--- config.mk ---
export PLATFORM = sky130hd
export DESIGN_NAME = regfile_wr_arb_flat
export DESIGN_NICKNAME = d
export VERILOG_FILES = /design/src/rtl/regfile_wr_arb_if.sv /design/src/rtl/regfile_wr_arb.sv /design/src/flat_wrapper.sv
export SDC_FILE = /design/constraint.sdc
export NUM_CORES = 1
export LEC_CHECK = 0
export BUFFER_PORTS_ARGS = -buffer_cell sky130_fd_sc_hd__buf_4
export CORE_MARGIN = 2
export CORE_UTILIZATION = 39
export CTS_BUF_LIST = sky130_fd_sc_hd__clkbuf_4 sky130_fd_sc_hd__clkbuf_8
export CTS_CLUSTER_SIZE = 8
export DETAILED_ROUTE_END_ITERATION = 8
export PLACE_DENSITY = 0.82
export REMOVE_ABC_BUFFERS = 1
export SLEW_MARGIN = 40
export SYNTH_ARGS = -nofsm -noshare
export SYNTH_HDL_FRONTEND = slang
export SYNTH_SLANG_ARGS = --single-unit
--- constraint.sdc ---
create_clock -name clk -period 1.65 [get_ports clk]
set_input_delay 0.165 -clock clk [delete_from_list [all_inputs] [get_ports clk]]
set_output_delay 0.165 -clock clk [all_outputs]
set_load 0.01 [all_outputs]
--- src/rtl/regfile_wr_arb_if.sv ---
// Register-file write-port bundle: pipeline writeback, button-unit request,
// arbitrated register-file write and arbiter status.
interface regfile_wr_arb_if #(
    parameter int DATA_W = 32,
    parameter int ADDR_W = 5
);
    logic              wb_wr_reg;
    logic [ADDR_W-1:0] wb_rd_addr;
    logic [DATA_W-1:0] wb_rd_data;
    logic              btn_valid;
    logic [ADDR_W-1:0] btn_addr;
    logic [DATA_W-1:0] btn_data;
    logic              btn_ready;
    logic              pipe_stall;
    logic              rf_we;
    logic [ADDR_W-1:0] rf_waddr;
    logic [DATA_W-1:0] rf_wdata;
    logic [7:0]        starve_cnt;
    logic              wb_conflict;

    // Requesters and register-file side.
    modport master (
        output wb_wr_reg, wb_rd_addr, wb_rd_data,
        output btn_valid, btn_addr, btn_data,
        input  btn_ready, pipe_stall,
        input  rf_we, rf_waddr, rf_wdata,
        input  starve_cnt, wb_conflict
    );

    // Arbiter side.
    modport slave (
        input  wb_wr_reg, wb_rd_addr, wb_rd_data,
        input  btn_valid, btn_addr, btn_data,
        output btn_ready, pipe_stall,
        output rf_we, rf_waddr, rf_wdata,
        output starve_cnt, wb_conflict
    );
endinterface

--- src/rtl/regfile_wr_arb.sv ---
// Register-file write-port arbiter: pipeline writeback wins, button unit waits.
// Define REGFILE_WR_ARB_STARVE_GUARD_EN to enable the anti-starvation FORCE state.
module regfile_wr_arb #(
    parameter int DATA_W       = 32,
    parameter int ADDR_W       = 5,
    parameter int STARVE_LIMIT = 8
) (
    input  logic             clk,
    input  logic             rst,
    regfile_wr_arb_if.slave  bus
);
    localparam logic [7:0] LIMIT = 8'(STARVE_LIMIT);

    typedef enum logic [1:0] {
        IDLE  = 2'd0,
        WAIT  = 2'd1,
        FORCE = 2'd2
    } state_t;

    state_t            state_reg, state_next;
    logic [7:0]        blk_cnt_reg, blk_cnt_next;
    logic              both_req;
    logic              xfer;
    logic              wr_en_sel;
    logic [ADDR_W-1:0] wr_addr_sel;
    logic [DATA_W-1:0] wr_data_sel;
    logic              rf_we_reg;
    logic [ADDR_W-1:0] rf_waddr_reg;
    logic [DATA_W-1:0] rf_wdata_reg;

    assign both_req      = bus.btn_valid & bus.wb_wr_reg;
    assign xfer          = bus.btn_valid & ~bus.wb_wr_reg;
    assign bus.btn_ready = xfer;

`ifdef REGFILE_WR_ARB_STARVE_GUARD_EN
    logic       enter_force;
    logic [7:0] starve_cnt_reg;
    logic       conflict_reg;
`endif

    always_comb begin
        state_next   = state_reg;
        blk_cnt_next = blk_cnt_reg;
`ifdef REGFILE_WR_ARB_STARVE_GUARD_EN
        enter_force  = 1'b0;
`endif
        case (state_reg)
            IDLE: begin
                if (both_req) begin
                    state_next   = WAIT;
                    blk_cnt_next = 8'd1;
                end else begin
                    blk_cnt_next = 8'd0;
                end
            end
            WAIT: begin
                if (both_req) begin
`ifdef REGFILE_WR_ARB_STARVE_GUARD_EN
                    blk_cnt_next = blk_cnt_reg + 8'd1;
                    if (blk_cnt_next == LIMIT) begin
                        state_next  = FORCE;
                        enter_force = 1'b1;
                    end
`else
                    if (blk_cnt_reg != LIMIT) begin
                        blk_cnt_next = blk_cnt_reg + 8'd1;
                    end
`endif
                end else begin
                    // Either the button transferred or it withdrew.
                    state_next   = IDLE;
                    blk_cnt_next = 8'd0;
                end
            end
`ifdef REGFILE_WR_ARB_STARVE_GUARD_EN
            FORCE: begin
                if (!both_req) begin
                    state_next   = IDLE;
                    blk_cnt_next = 8'd0;
                end
            end
`endif
            default: begin
                state_next   = IDLE;
                blk_cnt_next = 8'd0;
            end
        endcase
    end

    always_ff @(posedge clk) begin
        if (rst) begin
            state_reg   <= IDLE;
            blk_cnt_reg <= 8'd0;
        end else begin
            state_reg   <= state_next;
            blk_cnt_reg <= blk_cnt_next;
        end
    end

    // Write source select; register 0 is never written but the handshake still completes.
    always_comb begin
        wr_en_sel   = 1'b0;
        wr_addr_sel = bus.wb_rd_addr;
        wr_data_sel = bus.wb_rd_data;
        if (bus.wb_wr_reg) begin
            wr_en_sel = (bus.wb_rd_addr != '0);
        end else if (xfer) begin
            wr_addr_sel = bus.btn_addr;
            wr_data_sel = bus.btn_data;
            wr_en_sel   = (bus.btn_addr != '0);
        end
    end

    always_ff @(posedge clk) begin
        if (rst) begin
            rf_we_reg    <= 1'b0;
            rf_waddr_reg <= '0;
            rf_wdata_reg <= '0;
        end else begin
            rf_we_reg <= wr_en_sel;
            if (wr_en_sel) begin
                rf_waddr_reg <= wr_addr_sel;
                rf_wdata_reg <= wr_data_sel;
            end
        end
    end

    assign bus.rf_we    = rf_we_reg;
    assign bus.rf_waddr = rf_waddr_reg;
    assign bus.rf_wdata = rf_wdata_reg;

`ifdef REGFILE_WR_ARB_STARVE_GUARD_EN
    always_ff @(posedge clk) begin
        if (rst) begin
            starve_cnt_reg <= 8'd0;
            conflict_reg   <= 1'b0;
        end else begin
            if (enter_force && starve_cnt_reg != 8'hFF) begin
                starve_cnt_reg <= starve_cnt_reg + 8'd1;
            end
            // Pipeline ignored the stall request; it still wins the port.
            if (state_reg == FORCE && bus.wb_wr_reg) begin
                conflict_reg <= 1'b1;
            end
        end
    end

    assign bus.pipe_stall  = (state_reg == FORCE);
    assign bus.starve_cnt  = starve_cnt_reg;
    assign bus.wb_conflict = conflict_reg;
`else
    assign bus.pipe_stall  = 1'b0;
    assign bus.starve_cnt  = 8'd0;
    assign bus.wb_conflict = 1'b0;
`endif
endmodule

--- src/flat_wrapper.sv ---
// flat-port wrapper written by rule: the top's interface ports become plain ports
module regfile_wr_arb_flat 
#(
    parameter int DATA_W       = 32,
    parameter int ADDR_W       = 5,
    parameter int STARVE_LIMIT = 8
)
  (clk, rst, bus_wb_wr_reg, bus_wb_rd_addr, bus_wb_rd_data, bus_btn_valid, bus_btn_addr, bus_btn_data, bus_btn_ready, bus_pipe_stall, bus_rf_we, bus_rf_waddr, bus_rf_wdata, bus_starve_cnt, bus_wb_conflict);
  regfile_wr_arb_if #(.DATA_W(DATA_W), .ADDR_W(ADDR_W)) bus_i ();
  input  logic clk;
  input  logic rst;
  input wire logic [$bits(bus_i.wb_wr_reg)-1:0] bus_wb_wr_reg;
  input wire logic [$bits(bus_i.wb_rd_addr)-1:0] bus_wb_rd_addr;
  input wire logic [$bits(bus_i.wb_rd_data)-1:0] bus_wb_rd_data;
  input wire logic [$bits(bus_i.btn_valid)-1:0] bus_btn_valid;
  input wire logic [$bits(bus_i.btn_addr)-1:0] bus_btn_addr;
  input wire logic [$bits(bus_i.btn_data)-1:0] bus_btn_data;
  output wire logic [$bits(bus_i.btn_ready)-1:0] bus_btn_ready;
  output wire logic [$bits(bus_i.pipe_stall)-1:0] bus_pipe_stall;
  output wire logic [$bits(bus_i.rf_we)-1:0] bus_rf_we;
  output wire logic [$bits(bus_i.rf_waddr)-1:0] bus_rf_waddr;
  output wire logic [$bits(bus_i.rf_wdata)-1:0] bus_rf_wdata;
  output wire logic [$bits(bus_i.starve_cnt)-1:0] bus_starve_cnt;
  output wire logic [$bits(bus_i.wb_conflict)-1:0] bus_wb_conflict;
  assign bus_i.wb_wr_reg = bus_wb_wr_reg;
  assign bus_i.wb_rd_addr = bus_wb_rd_addr;
  assign bus_i.wb_rd_data = bus_wb_rd_data;
  assign bus_i.btn_valid = bus_btn_valid;
  assign bus_i.btn_addr = bus_btn_addr;
  assign bus_i.btn_data = bus_btn_data;
  assign bus_btn_ready = bus_i.btn_ready;
  assign bus_pipe_stall = bus_i.pipe_stall;
  assign bus_rf_we = bus_i.rf_we;
  assign bus_rf_waddr = bus_i.rf_waddr;
  assign bus_rf_wdata = bus_i.rf_wdata;
  assign bus_starve_cnt = bus_i.starve_cnt;
  assign bus_wb_conflict = bus_i.wb_conflict;
  regfile_wr_arb #(.DATA_W(DATA_W), .ADDR_W(ADDR_W), .STARVE_LIMIT(STARVE_LIMIT)) u_core (.clk(clk), .rst(rst), .bus(bus_i));
endmodule
# [Word-level counts from Yosys, hierarchy flattened]
# Index checks and enable logic that the tools add are counted.
[totals] ff_bits=38 in_bits=78 out_inout_bits=49 word_cells=13
[op_classes] n_mux=6 bitwise_logic=2 reduce_logical=2
[ops] cell="32-bit 2-to-1 mux" n=2
[ops] cell="5-bit 2-to-1 mux" n=2
[ops] cell="5-bit nonzero test" n=2
[ops] cell="1-bit 2-to-1 mux" n=2
[ops] cell="1-bit bitwise AND" n=1
[ops] cell="1-bit inverter" n=1

# [Logic depth before layout (Yosys ltp)]
# Gate-level depths: netlist (run 1).
[depth] ltp_word=4 mapped_depth=6

# [Least setup slack after synthesis (run 1)]
# No wires, ideal clock.
[synth_path] path_type="input to register" start="input port bus_wb_rd_addr[3]" end="register u_core.rf_wdata_reg[10], in the netlist u_core.bus.rf_wdata[10]" setup_ns=0.146 arrival_time_ns=1.468 setup_slack_ns=0.036 path_stages=6 n_path_buf=2 path_cell_list="or4_1 > o21a_1 > clkbuf_1 > buf_2 > nor3_1 > a211oi_2"
[synth_between] elab_chain_cells=2
[synth_rtl] item="start: declaration" line_no="flat_wrapper.sv:13" rtl="input wire logic [$bits(bus_i.wb_rd_addr)-1:0] bus_wb_rd_addr;"
[synth_rtl] item="5-bit nonzero test" line_no="regfile_wr_arb.sv:106" rtl="wr_en_sel = (bus.wb_rd_addr != '0);"
[synth_rtl] item="1-bit 2-to-1 mux" line_no="regfile_wr_arb.sv:105" rtl="if (bus.wb_wr_reg) begin"
[synth_rtl] item="end signal: assignment" line_no="regfile_wr_arb.sv:123" rtl="rf_wdata_reg <= wr_data_sel;"
[synth_rtl] item="end: declaration" line_no="regfile_wr_arb.sv:29" rtl="logic [DATA_W-1:0] rf_wdata_reg;"
# Every way passes these cells.
# A chain may end at the register's enable or synchronous reset.

# [Worst setup path in the final report (run 1)]
[layout_path] start="input port bus_wb_rd_addr[3]" end="register u_core.rf_wdata_reg[27], in the netlist u_core.bus.rf_wdata[27]"
# The elaborated chain is that of the path after synthesis.

==> key figures, run 1 <==
Status
  • Outcome: complete, no violations

Critical path
  • Worst Path Class, Setup: input pin to register
  • Worst Setup End Kind: register
  • Kind of start point of the critical path: input pin
  • Highest net fanout along the worst path: 38
  • FF-to-FF Start: u_core.bus.rf_wdata[1]$_SDFFE_PP0P_
  • Data arrival time of the worst path: 1730 ps
  • Worst setup slack for register-to-register paths: 890 ps
  • Reg-to-reg endpoint: u_core.bus.rf_wdata[1]$_SDFFE_PP0P_
  • Data required time at the worst endpoint: approximately 1800 ps
  • Path depth of the worst reg2reg path: 2

Clock network
  • Root buffer cell: sky130_fd_sc_hd__clkbuf_8
  • Number of setup buffers added after CTS: 0
  • H-tree depth reported by CTS: 2
  • Post-cts hold buffer count: 0
  • Maximum clock insertion buffer count: 2
  • Post-cts resize count: 0
  • TritonCTS clock tree: yes
  • CTS sink cnt: 38
  • Clock input transition at the sequential cells of the worst setup and hold paths: roughly 60 ps
  • Number of buffers inserted during clock tree synthesis: 5
  • Clk_lat worst skew: roughly 270 ps

Job
  • Max capacitance violation total: 0

Worst hold path
  • Endpoint of the worst hold path: u_core.bus.rf_wdata[0]$_SDFFE_PP0P_
  • Number of cells on the worst hold path: 3
  • Hold Path Class: input pin to register
  • Launch instance of the worst min-delay path: bus_wb_rd_data[0]

Final layout
  • Final non-filler cell area: 2880 um^2
  • Flip-flop count of the largest register, all copies and words added: 32
  • Multi-input logic area: 1030 um^2
  • Post-layout nets: about 370
  • FF+latch area: 761 um^2
  • Area Overhead vs Synth: 49.7%
  • Count of fill cells added during filler insertion: 439
  • Share of final-layout standard cells stronger than drive strength 1: about half
  • Utilization after layout: 60.7%
  • Antenna fix cells: 0

Drt
  • Detailed-router iteration count before antenna repair: 4
  • ANT nets after route: 0
  • Vias post-DR: roughly 1800
  • Post-route DRC: 0
  • Mean number of vias per cell: 4.95
  • Starting DRC count in detailed routing: 61
  • Post-DR wirelength/cell: 13.7 um
  • Routed wire length: 4.95 mm

Floorplan
  • DIE AREA: 5520 um^2
  • Chip height: 74.3 um
  • Die Width: between 70 and 80 um
  • Initial core utilization: between 40% and 50%
  • Floorplan row count: 25
  • Top Ports: 127
  • Core region area: 4750 um^2

STA
  • Max-slew violations: 0
  • Final worst path period need: 1550 ps
  • Final number of setup-violating endpoints: 0
  • Number of endpoints with negative hold slack in the final report: 0
  • Setup Skew: 0 ps
  • Unrepaired setup endpoints after global routing: no
  • Slew margin rel.: 65.5%
  • Worst Tran Pin Value: 517 ps
  • Max frequency: 646 MHz
  • Final period util: 93.9%

Power
  • Lkg Pwr: ~0.0013 uW
  • Peak ir drop on the vdd network: 0.460 mV
  • Power Dens Cells: 786 nW/um^2

Global route
  • Global-route wire length before repair: 7.73 mm
  • Overall track demand over capacity in global routing: between 10% and 20%
  • Vias in the first global route: 1805
  • Number of antenna violations at the first check in global routing: 0
  • GRT overflow: 0
  • Largest net degree at the start of global routing: 39

Yosys
  • Number of warnings issued by yosys: 0
  • Per-instance average area after synthesis: 10.3 um^2
  • Gate count after technology mapping: 187
  • Part of the Yosys area used for sequential elements: 39.5%
  • Number of library cell types mapped by synthesis: 15
  • Syn Std Cell Area: 1930 um^2
  • Number of flip-flops and latches in the synthesized netlist: 38

Placement
  • Post-Place Cell Area: about 2800 um^2
  • Final weighted congestion in routability-driven placement: 0.870
  • DPL Wire Length: 3.66 mm
  • Port-buffer cells: about 120
[kinds of logic (layout without fill, tap and decap cells)]
logic type	Yosys count	in the layout	synth area share [%]
AO/OA/AOI/OAI	39	39	20.4
other	1	10	0.195
AND/OR/NAND/NOR	42	42	11.4
buffers and inverters	30	129	9.35
flip-flops	38	38	39.5
multiplexers	37	37	19.2
[worst max-delay path, stage by stage]
cell and delay (ps):
sky130_fd_sc_hd__buf_4 110, sky130_fd_sc_hd__or4_1 510, sky130_fd_sc_hd__o21a_1 200, sky130_fd_sc_hd__or2_2 320, sky130_fd_sc_hd__buf_12 190, sky130_fd_sc_hd__a211oi_1 230
[cell usage after synthesis (all sizes together)]
cell / instances / share of area, %
nor2b: 2 / 0.65
conb: 1 / 0.19
dfxtp: 38 / 39
nor3: 37 / 9.6
mux2i: 37 / 19
buf: 20 / 7.4
a211oi: 37 / 20
clkbuf: 10 / 1.9
or2: 1 / 0.32
or4: 2 / 0.78
o21a: 2 / 0.78
[stage by stage]
stage | TNS, ps | cells | power [uW] | worst slack [ps] | hold slack, ps
floorplan | -125690 | 166 | 1350 | -3280 | 230
global placement | -3880 | 355 | 1680 | -119 | 535
detailed placement | -5540 | 355 | 1690 | -209 | 536
CTS | 0 | 362 | 2300 | 91.6 | 234
global route | 0 | 362 | 2400 | 2.50 | 253
finish | 0 | 362 | 2270 | 101 | 241
[routing by layer]
layer  share of wire (%)  up-vias  GRT usage, %
met5                   0        -             0
met4                 2.5        0          9.33
met3                 6.3       13          3.39
met2                  52       76          33.6
met1                  39      803          18.9
li1                    -      900             -
[layout make-up]
class                      count  share of cell area (%)
sequential                    38                    26.4
clock buffer                   7                    2.91
timing repair buffer         122                    32.2
tap                           67                    2.91
multi-input combinational    128                    35.6
[how the worst max path moves through the flow]
stage / startpoint / end / slack (ps) / cells after the start
CTS: bus_wb_rd_addr[3] / u_core.bus.rf_wdata[27]$_SDFFE_PP0P_ / 90 / 6
floorplan: bus_wb_wr_reg / u_core.bus.rf_waddr[0]$_SDFFE_PP0P_ / -3280 / 4
detailed placement: bus_wb_rd_addr[3] / u_core.bus.rf_wdata[27]$_SDFFE_PP0P_ / -210 / 6
global route: bus_wb_rd_addr[3] / u_core.bus.rf_wdata[31]$_SDFFE_PP0P_ / 2 / 6
global placement: bus_wb_rd_addr[3] / u_core.bus.rf_wdata[28]$_SDFFE_PP0P_ / -120 / 6
finish: bus_wb_rd_addr[3] / u_core.bus.rf_wdata[27]$_SDFFE_PP0P_ / 100 / 6
[power by group]
part | internal, uW | switching (uW)
Combinational | 343 | 282
Sequential | 1000 | 42.3
Clock | 323 | 276
[placed cells by master, fill, tap and decap left out]
cell                       Yosys  routed
sky130_fd_sc_hd__a211oi_1     17      17
sky130_fd_sc_hd__a211oi_2     20      20
sky130_fd_sc_hd__buf_12        0       1
sky130_fd_sc_hd__buf_4        10     121
sky130_fd_sc_hd__clkbuf_4      0       2
sky130_fd_sc_hd__clkbuf_8      0       5
sky130_fd_sc_hd__conb_1        1      10
sky130_fd_sc_hd__dfxtp_1      38      38
sky130_fd_sc_hd__mux2i_1      37      37
sky130_fd_sc_hd__nor2b_1       2       1
sky130_fd_sc_hd__nor2b_4       0       1
sky130_fd_sc_hd__nor3_1       37      37
sky130_fd_sc_hd__o21a_1        2       2
sky130_fd_sc_hd__or2_2         0       1
sky130_fd_sc_hd__or4_1         2       2
No activity file was read; power rests on OpenSTA's default activity.
==> run 2: changes to the inputs <==
--- a/config.mk
+++ b/config.mk
@@ -13,6 +13,7 @@
 export DETAILED_ROUTE_END_ITERATION = 8
 export PLACE_DENSITY = 0.82
 export REMOVE_ABC_BUFFERS = 1
+export SETUP_SLACK_MARGIN = 0.4
 export SLEW_MARGIN = 40
 export SYNTH_ARGS = -nofsm -noshare
 export SYNTH_HDL_FRONTEND = slang
==> run 2 against run 1 <==
  * Maximum frequency is 5.6% higher
  * Wire length is 8.5% higher
  * Core utilization up 3.9 points
==> key figures, run 2 (synthesis results as in run 1) <==
Status
  • Outcome: complete, no violations

Power
  • Switching Fraction: 27.4% (+0.92 points)
  • Sequential cell fraction of total power: 44.9% (-1.1 points)
  • Combinational cell fraction of total power: 29.3% (+1.7 points)
  • Lkg Pwr: 0.00131 uW (+3.8%)
  • Net switching power of the design: 641 uW (+6.8%)
  • Total power of the final layout: 2340 uW (+3.2%)
  • Clock power share: 25.7% (-0.8 points)
  • Power Dens Cells: 762 nW/um^2 (-3.0%)
  • Internal power: 1700 uW (+1.9%)
  • Peak ir drop on the vdd network: 0.468 mV (+1.6%)

Critical path
  • Data arrival time of the worst path: 1660 ps (-70 ps)
  • Data required time at the worst endpoint: 1840 ps (about the same)
  • FF-to-FF Start: u_core.bus.rf_wdata[0]$_SDFFE_PP0P_
  • CP startpoint: bus_btn_addr[2]
  • Worst Setup End Kind: register
  • Kind of start point of the critical path: input pin
  • Path depth of the worst reg2reg path: 2 (unchanged)
  • Worst Path Class, Setup: input pin to register
  • Highest net fanout along the worst path: 19 (-50%)

Global route
  • Vias in the first global route: 1819 (+0.78%)
  • Largest net degree at the start of global routing: 39 (unchanged)
  • Most heavily used metal layer in global routing: met2
  • Number of antenna violations at the first check in global routing: 0 (unchanged)
  • Met3 Resource Use GR: 3.39% (unchanged)
  • Met1 routing resource usage after global routing: 21.2% (+2.3 points)
  • Global-route wire length before repair: 8.09 mm (+4.6%)
  • Met2 layer usage reported by global route: 34.4% (+0.79 points)
  • GRT overflow: 0 (unchanged)
  • Overall track demand over capacity in global routing: 18.9% (+1.0 points)

Clock network
  • Clk_lat worst skew: 270 ps (about the same)
  • Number of setup buffers added after CTS: 0 (unchanged)
  • CTS sink cnt: 38 (unchanged)
  • Maximum clock insertion buffer count: 2 (unchanged)
  • Root buffer cell: sky130_fd_sc_hd__clkbuf_8
  • H-tree depth reported by CTS: 2 (unchanged)
  • TritonCTS clock tree: yes
  • Clock input transition at the sequential cells of the worst setup and hold paths: 60 ps (about the same)
  • Number of buffers inserted during clock tree synthesis: 5 (unchanged)

STA
  • Max-slew violations: 0 (unchanged)
  • Final number of setup-violating endpoints: 0 (unchanged)
  • Final worst path period need: 1470 ps (-82.0 ps)
  • Setup Skew: 0 ps (unchanged)
  • Max frequency: 682 MHz (+5.6%)
  • Worst Tran Pin Value: 575 ps (+57.9 ps)
  • Number of endpoints with negative hold slack in the final report: 0 (unchanged)
  • Slew margin rel.: 61.6% (-3.9 points)
  • Unrepaired setup endpoints after global routing: yes
  • Worst hold slack: 244 ps (+2.78 ps)
  • Final setup margin: 183 ps (+82.0 ps)
  • Final period util: 88.9% (-5.0 points)

Drt
  • Vias post-DR: 1828 (+2.0%)
  • ANT nets after route: 0 (unchanged)
  • Starting DRC count in detailed routing: 80 (+31%)
  • Detailed-router iteration count before antenna repair: 4 (unchanged)
  • Post-DR wirelength/cell: 14.8 um (+8.2%)
  • Post-route DRC: 0 (unchanged)
  • Mean number of vias per cell: 5.04 (+1.7%)
  • Routed wire length: 5.37 mm (+8.5%)

Final layout
  • Leading cell types in the layout, fill and taps excluded: sky130_fd_sc_hd__buf_4, sky130_fd_sc_hd__dfxtp_1, sky130_fd_sc_hd__mux2i_1
  • Count of fill cells added during filler insertion: 415 (-5.5%)
  • Area Overhead vs Synth: 59.2%
  • Multi-input logic area: 1180 um^2 (+15%)
  • Antenna fix cells: 0 (unchanged)
  • Flip-flop count of the largest register, all copies and words added: 32 (unchanged)
  • Final non-filler cell area: 3070 um^2 (+6.4%)
  • Post-layout nets: 374 (+0.27%)
  • FF+latch area: 761 um^2 (unchanged)
  • Leading cell type in the layout, fill and taps excluded: sky130_fd_sc_hd__buf_4
  • Share of final-layout standard cells stronger than drive strength 1: 61.5% (+10 points)

Floorplan
  • Die Width: 74.3 um (unchanged)
  • Core region area: 4750 um^2 (unchanged)
  • Floorplan row count: 25 (unchanged)
  • Chip height: 74.3 um (unchanged)
  • Initial core utilization: 40.5% (unchanged)
  • DIE AREA: 5520 um^2 (unchanged)
  • Top Ports: 127 (unchanged)

Placement
  • Final weighted congestion in routability-driven placement: 0.870 (unchanged)
  • DPL Wire Length: 3.66 mm (unchanged)
  • Port-buffer cells: 116 (unchanged)
  • Pre-CTS worst setup slack: -209 ps (unchanged)
  • Post-Place Cell Area: 2800 um^2 (unchanged)

Worst hold path
  • Hold Path Class: input pin to register
  • Number of cells on the worst hold path: 3 (unchanged)
  • Launch instance of the worst min-delay path: bus_wb_rd_data[26]

Job
  • Max capacitance violation total: 0 (unchanged)
## run 2: cell types whose count changed in the layout (fill, tap and decap cells not counted), sizes merged
cell,change
buf,+1
## run 2: path summary, 6_finish.rpt
check / to / slack, ps
max reg2reg: u_core.bus.rf_wdata[0]$_SDFFE_PP0P_ / 900
min: u_core.bus.rf_wdata[26]$_SDFFE_PP0P_ / 240
min reg2reg: u_core.bus.rf_waddr[3]$_SDFFE_PP0P_ / 610
max: u_core.bus.rf_wdata[23]$_SDFFE_PP0P_ / 180
## run 2: timing repair
action	in CTS	in global routing
hold buffers	0	0
cloned	1	0
pin swaps	1	0
resized for setup	11	22
endpoints found under the setup margin	38	38
## run 2: metrics by stage
stage / util (%) / setup TNS (ps) / std cells
global route: 64.5 / 0 / 363
detailed placement: 58.9 / -5540 / 355
floorplan: - / -125690 / 166
CTS: 62.2 / 0 / 363
finish: 64.5 / 0 / 363
global placement: 58.9 / -3880 / 355
## run 2: power by group through the flow
stage / Sequential [uW] / Clock [uW] / Combinational [uW]
final: 1050 / 601 / 686
after global routing: 1060 / 674 / 738
after CTS: 1040 / 622 / 661
after detailed placement: 1060 / 0 / 632
after global placement: 1060 / 0 / 618
after floorplan: 1100 / 0 / 250
## run 2: cell type report
type	instances	area share [%]
multi-input cells	128	38.5
repair buffers	123	31.3
flip-flops and latches	38	24.8
clock buffers	7	2.73
well taps	67	2.73
## run 2: per-layer routing
metal	wire length [um]	vias to the layer above
met5	0	-
met4	119	0
met3	304	12
met2	2920	72
met1	2020	842
li1	-	902
## run 2: critical path: stages
cell and delay [ps]:
sky130_fd_sc_hd__buf_4 110, sky130_fd_sc_hd__or4_1 520, sky130_fd_sc_hd__o21a_1 200, sky130_fd_sc_hd__or2_4 290, sky130_fd_sc_hd__buf_12 170, sky130_fd_sc_hd__a211oi_1 200
==> run 3: changes to the inputs <==
--- a/config.mk
+++ b/config.mk
@@ -5,13 +5,14 @@
 export SDC_FILE = /design/constraint.sdc
 export NUM_CORES = 1
 export LEC_CHECK = 0
+export ABC_AREA = 1
 export BUFFER_PORTS_ARGS = -buffer_cell sky130_fd_sc_hd__buf_4
 export CORE_MARGIN = 2
-export CORE_UTILIZATION = 39
+export CORE_UTILIZATION = 41
 export CTS_BUF_LIST = sky130_fd_sc_hd__clkbuf_4 sky130_fd_sc_hd__clkbuf_8
 export CTS_CLUSTER_SIZE = 8
 export DETAILED_ROUTE_END_ITERATION = 8
-export PLACE_DENSITY = 0.82
+export PLACE_DENSITY = 0.83
 export REMOVE_ABC_BUFFERS = 1
 export SETUP_SLACK_MARGIN = 0.4
 export SLEW_MARGIN = 40
==> run 3 against run 2 <==
  * Sequential share of layout area fell by 0.43 points
  * Via count rose by 31%
  * Synthesized area rose by 15%
  * Core utilization fell by 3.8 points
  * Synthesized cell count rose by 88%
  * Largest power group unchanged
  * Maximum frequency rose by 38%
  * Clock-buffer cell count did not move
==> key figures, run 3 <==
Status
  • Outcome: complete, no violations

Critical path
  • Worst path top cell family by delay: buffers and inverters
  • Cell Chain, Critical Path: buf_4, nor2_4, buf_4, buf_4
  • Worst setup slack for register-to-register paths: 970 ps (+70 ps)
  • Data required time at the worst endpoint: 1480 ps (-360 ps)
  • Worst Setup End Kind: output pin
  • Data arrival time of the worst path: 900 ps (-760 ps)
  • Highest net fanout along the worst path: 18 (-1)
  • Worst-path cell with the longest stage delay: sky130_fd_sc_hd__buf_4
  • Most used cell along the critical path: sky130_fd_sc_hd__buf_4
  • Worst Path Class, Setup: input pin to output pin
  • Kind of start point of the critical path: input pin
  • Delay of the slowest cell on the worst path: 260 ps (-260 ps)
  • Number of buffer and inverter instances along the worst setup path: 3 (+1)

Drt
  • Post-DR wirelength/cell: 10.4 um (-30%)
  • ANT nets after route: 0 (unchanged)
  • Post-route DRC: 0 (unchanged)
  • Routed wire length: 5.45 mm (+1.4%)
  • Starting DRC count in detailed routing: 73 (-8.8%)
  • Mean number of vias per cell: 4.55 (-9.6%)
  • Vias post-DR: 2394 (+31%)
  • Detailed-router iteration count before antenna repair: 4 (unchanged)

Final layout
  • Area Overhead vs Synth: 41.4%
  • Leading cell type in the layout, fill and taps excluded: sky130_fd_sc_hd__nand2_1
  • Post-layout nets: 533 (+43%)
  • Count of fill cells added during filler insertion: 490 (+18%)
  • Share of final-layout standard cells stronger than drive strength 1: 29.8% (-32 points)
  • Flip-flop count of the largest register, all copies and words added: 32 (unchanged)
  • Leading cell types in the layout, fill and taps excluded: sky130_fd_sc_hd__nand2_1, sky130_fd_sc_hd__buf_4, sky130_fd_sc_hd__nor2_1
  • Antenna fix cells: 0 (unchanged)

Yosys
  • Synth area leaders: sky130_fd_sc_hd__dfxtp_1, sky130_fd_sc_hd__nand2_1, sky130_fd_sc_hd__nand3b_1, sky130_fd_sc_hd__nor2_1, sky130_fd_sc_hd__a21oi_1
  • Number of flip-flops and latches in the synthesized netlist: 38 (unchanged)
  • Fraction of synthesized cell area taken by the top area cell type: 34.5% (-5.0 points)
  • Number of warnings issued by yosys: 0 (unchanged)
  • Part of the Yosys area used for sequential elements: 34.5% (-5.0 points)
  • Count of flip-flops with a built-in enable after synthesis: 0 (unchanged)
  • Ys async rst share: 0% (unchanged)
  • Cell taking the most area after synthesis: sky130_fd_sc_hd__dfxtp_1
  • Per-instance average area after synthesis: 6.29 um^2 (-39%)
  • Number of library cell types mapped by synthesis: 17 (+2)
  • Dominant synthesized flop cell: sky130_fd_sc_hd__dfxtp_1
  • Top cells by instance count after synthesis: sky130_fd_sc_hd__nand2_1, sky130_fd_sc_hd__nor2_1, sky130_fd_sc_hd__dfxtp_1
  • Syn Std Cell Area: 2210 um^2 (+15%)
  • Most instantiated library cell after synthesis: sky130_fd_sc_hd__nand2_1
  • Gate count after technology mapping: 351 (+88%)

Placement
  • Final weighted congestion in routability-driven placement: 0.720 (-17%)
  • DPL Wire Length: 3.92 mm (+7.2%)
  • Port-buffer cells: 116 (unchanged)

Global route
  • Number of antenna violations at the first check in global routing: 0 (unchanged)
  • Largest net degree at the start of global routing: 42 (+7.7%)
  • Global-route wire length before repair: 9.22 mm (+14%)
  • Vias in the first global route: 2144 (+18%)
  • Overall track demand over capacity in global routing: 18.3% (-0.62 points)
  • GRT overflow: 0 (unchanged)

STA
  • Max-slew violations: 0 (unchanged)
  • Setup Skew: 0 ps (unchanged)
  • Worst hold slack: 46.4 ps (-198 ps)
  • Final worst path period need: 1060 ps (-403 ps)
  • Number of endpoints with negative hold slack in the final report: 0 (unchanged)
  • Unrepaired setup endpoints after global routing: no
  • Max frequency: 940 MHz (+38%)
  • Final period util: 64.5% (-24 points)
  • Slew margin rel.: 59.0% (-2.6 points)
  • Final number of setup-violating endpoints: 0 (unchanged)
  • Worst Tran Pin Value: 614 ps (+38.6 ps)
  • Setup_tns: 0 ps (unchanged)

Worst hold path
  • Hold Path Class: input pin to register

Clock network
  • Root buffer cell: sky130_fd_sc_hd__clkbuf_8
  • Clk_lat worst skew: 280 ps (about the same)
  • TritonCTS clock tree: yes
  • Post-cts resize count: 0 (-11)
  • Clock input transition at the sequential cells of the worst setup and hold paths: 70 ps (about the same)
  • H-tree depth reported by CTS: 2 (unchanged)
  • Maximum clock insertion buffer count: 2 (unchanged)
  • CTS sink cnt: 38 (unchanged)
  • Number of buffers inserted during clock tree synthesis: 5 (unchanged)
  • Post-cts hold buffer count: 0 (unchanged)
  • Number of setup buffers added after CTS: 0 (unchanged)

Power
  • Power Dens Cells: 757 nW/um^2 (-0.62%)
  • Peak ir drop on the vdd network: 0.391 mV (-16%)
  • Lkg Pwr: 0.00173 uW (+32%)

Floorplan
  • Initial core utilization: 42.9% (+2.4 points)
  • Core region area: 5140 um^2 (+8.1%)
  • Chip height: 77.4 um (+4.1%)
  • DIE AREA: 5990 um^2 (+8.5%)
  • Die Width: 77.4 um (+4.1%)
  • Floorplan row count: 26 (+4.0%)
  • Top Ports: 127 (unchanged)

Job
  • Max capacitance violation total: 0 (unchanged)
[run 3: logic make-up (layout without fill, tap and decap cells)]
group / after synthesis / in the layout / synth area share, %
other cells: 1 / 10 / 0.170
flops: 38 / 38 / 34.5
simple gates: 233 / 233 / 45.6
compound gates: 35 / 35 / 7.94
buf+inv: 44 / 140 / 11.8
[run 3: worst paths after layout]
| check | from | end | cells past startpoint |
|---|---|---|---|
| max | bus_wb_wr_reg | bus_btn_ready | 4 |
| min | rst | u_core.bus.rf_we$_SDFF_PP0_ | 2 |
| max reg2reg | u_core.bus.rf_wdata[7]$_SDFFE_PP0P_ | u_core.bus.rf_wdata[7]$_SDFFE_PP0P_ | 3 |
| min reg2reg | u_core.bus.rf_wdata[21]$_SDFFE_PP0P_ | u_core.bus.rf_wdata[21]$_SDFFE_PP0P_ | 2 |
[run 3: layout make-up]
class	count	area, um^2	share of cell area [%]
clock buffers	7	90.1	2.89
clock inverters	1	5.00	0.160
well taps	70	87.6	2.81
repair buffers	122	916	29.3
inverters	10	37.5	1.20
multi-input cells	278	1220	39.2
flip-flops and latches	38	761	24.4
[run 3: per-layer routing]
layer	global-route usage, %	share of wire, %	vias to the layer above
met5	0	0	-
met4	4.29	0.83	0
met3	4.77	8.3	7
met2	31.0	46	96
met1	23.4	45	1014
li1	-	-	1277
[run 3: where the power goes]
group	switching, uW	internal [uW]
clock	310	353
combinational	322	344
sequential	35.2	998
total	668	1700
[run 3: through the flow]
stage | worst slack [ps] | power (uW) | cell area [um^2] | cells | utilization, %
4_1_cts | 564 | 2400 | 3120 | 526 | 60.7
6_report | 586 | 2360 | 3120 | 526 | 60.7
5_1_grt | 436 | 2520 | 3120 | 526 | 60.7
3_5_place_dp | 264 | 1720 | 3030 | 518 | 58.9
2_1_floorplan | -786 | 1390 | 2020 | 326 | -
3_3_place_gp | 345 | 1710 | 3030 | 518 | 58.9
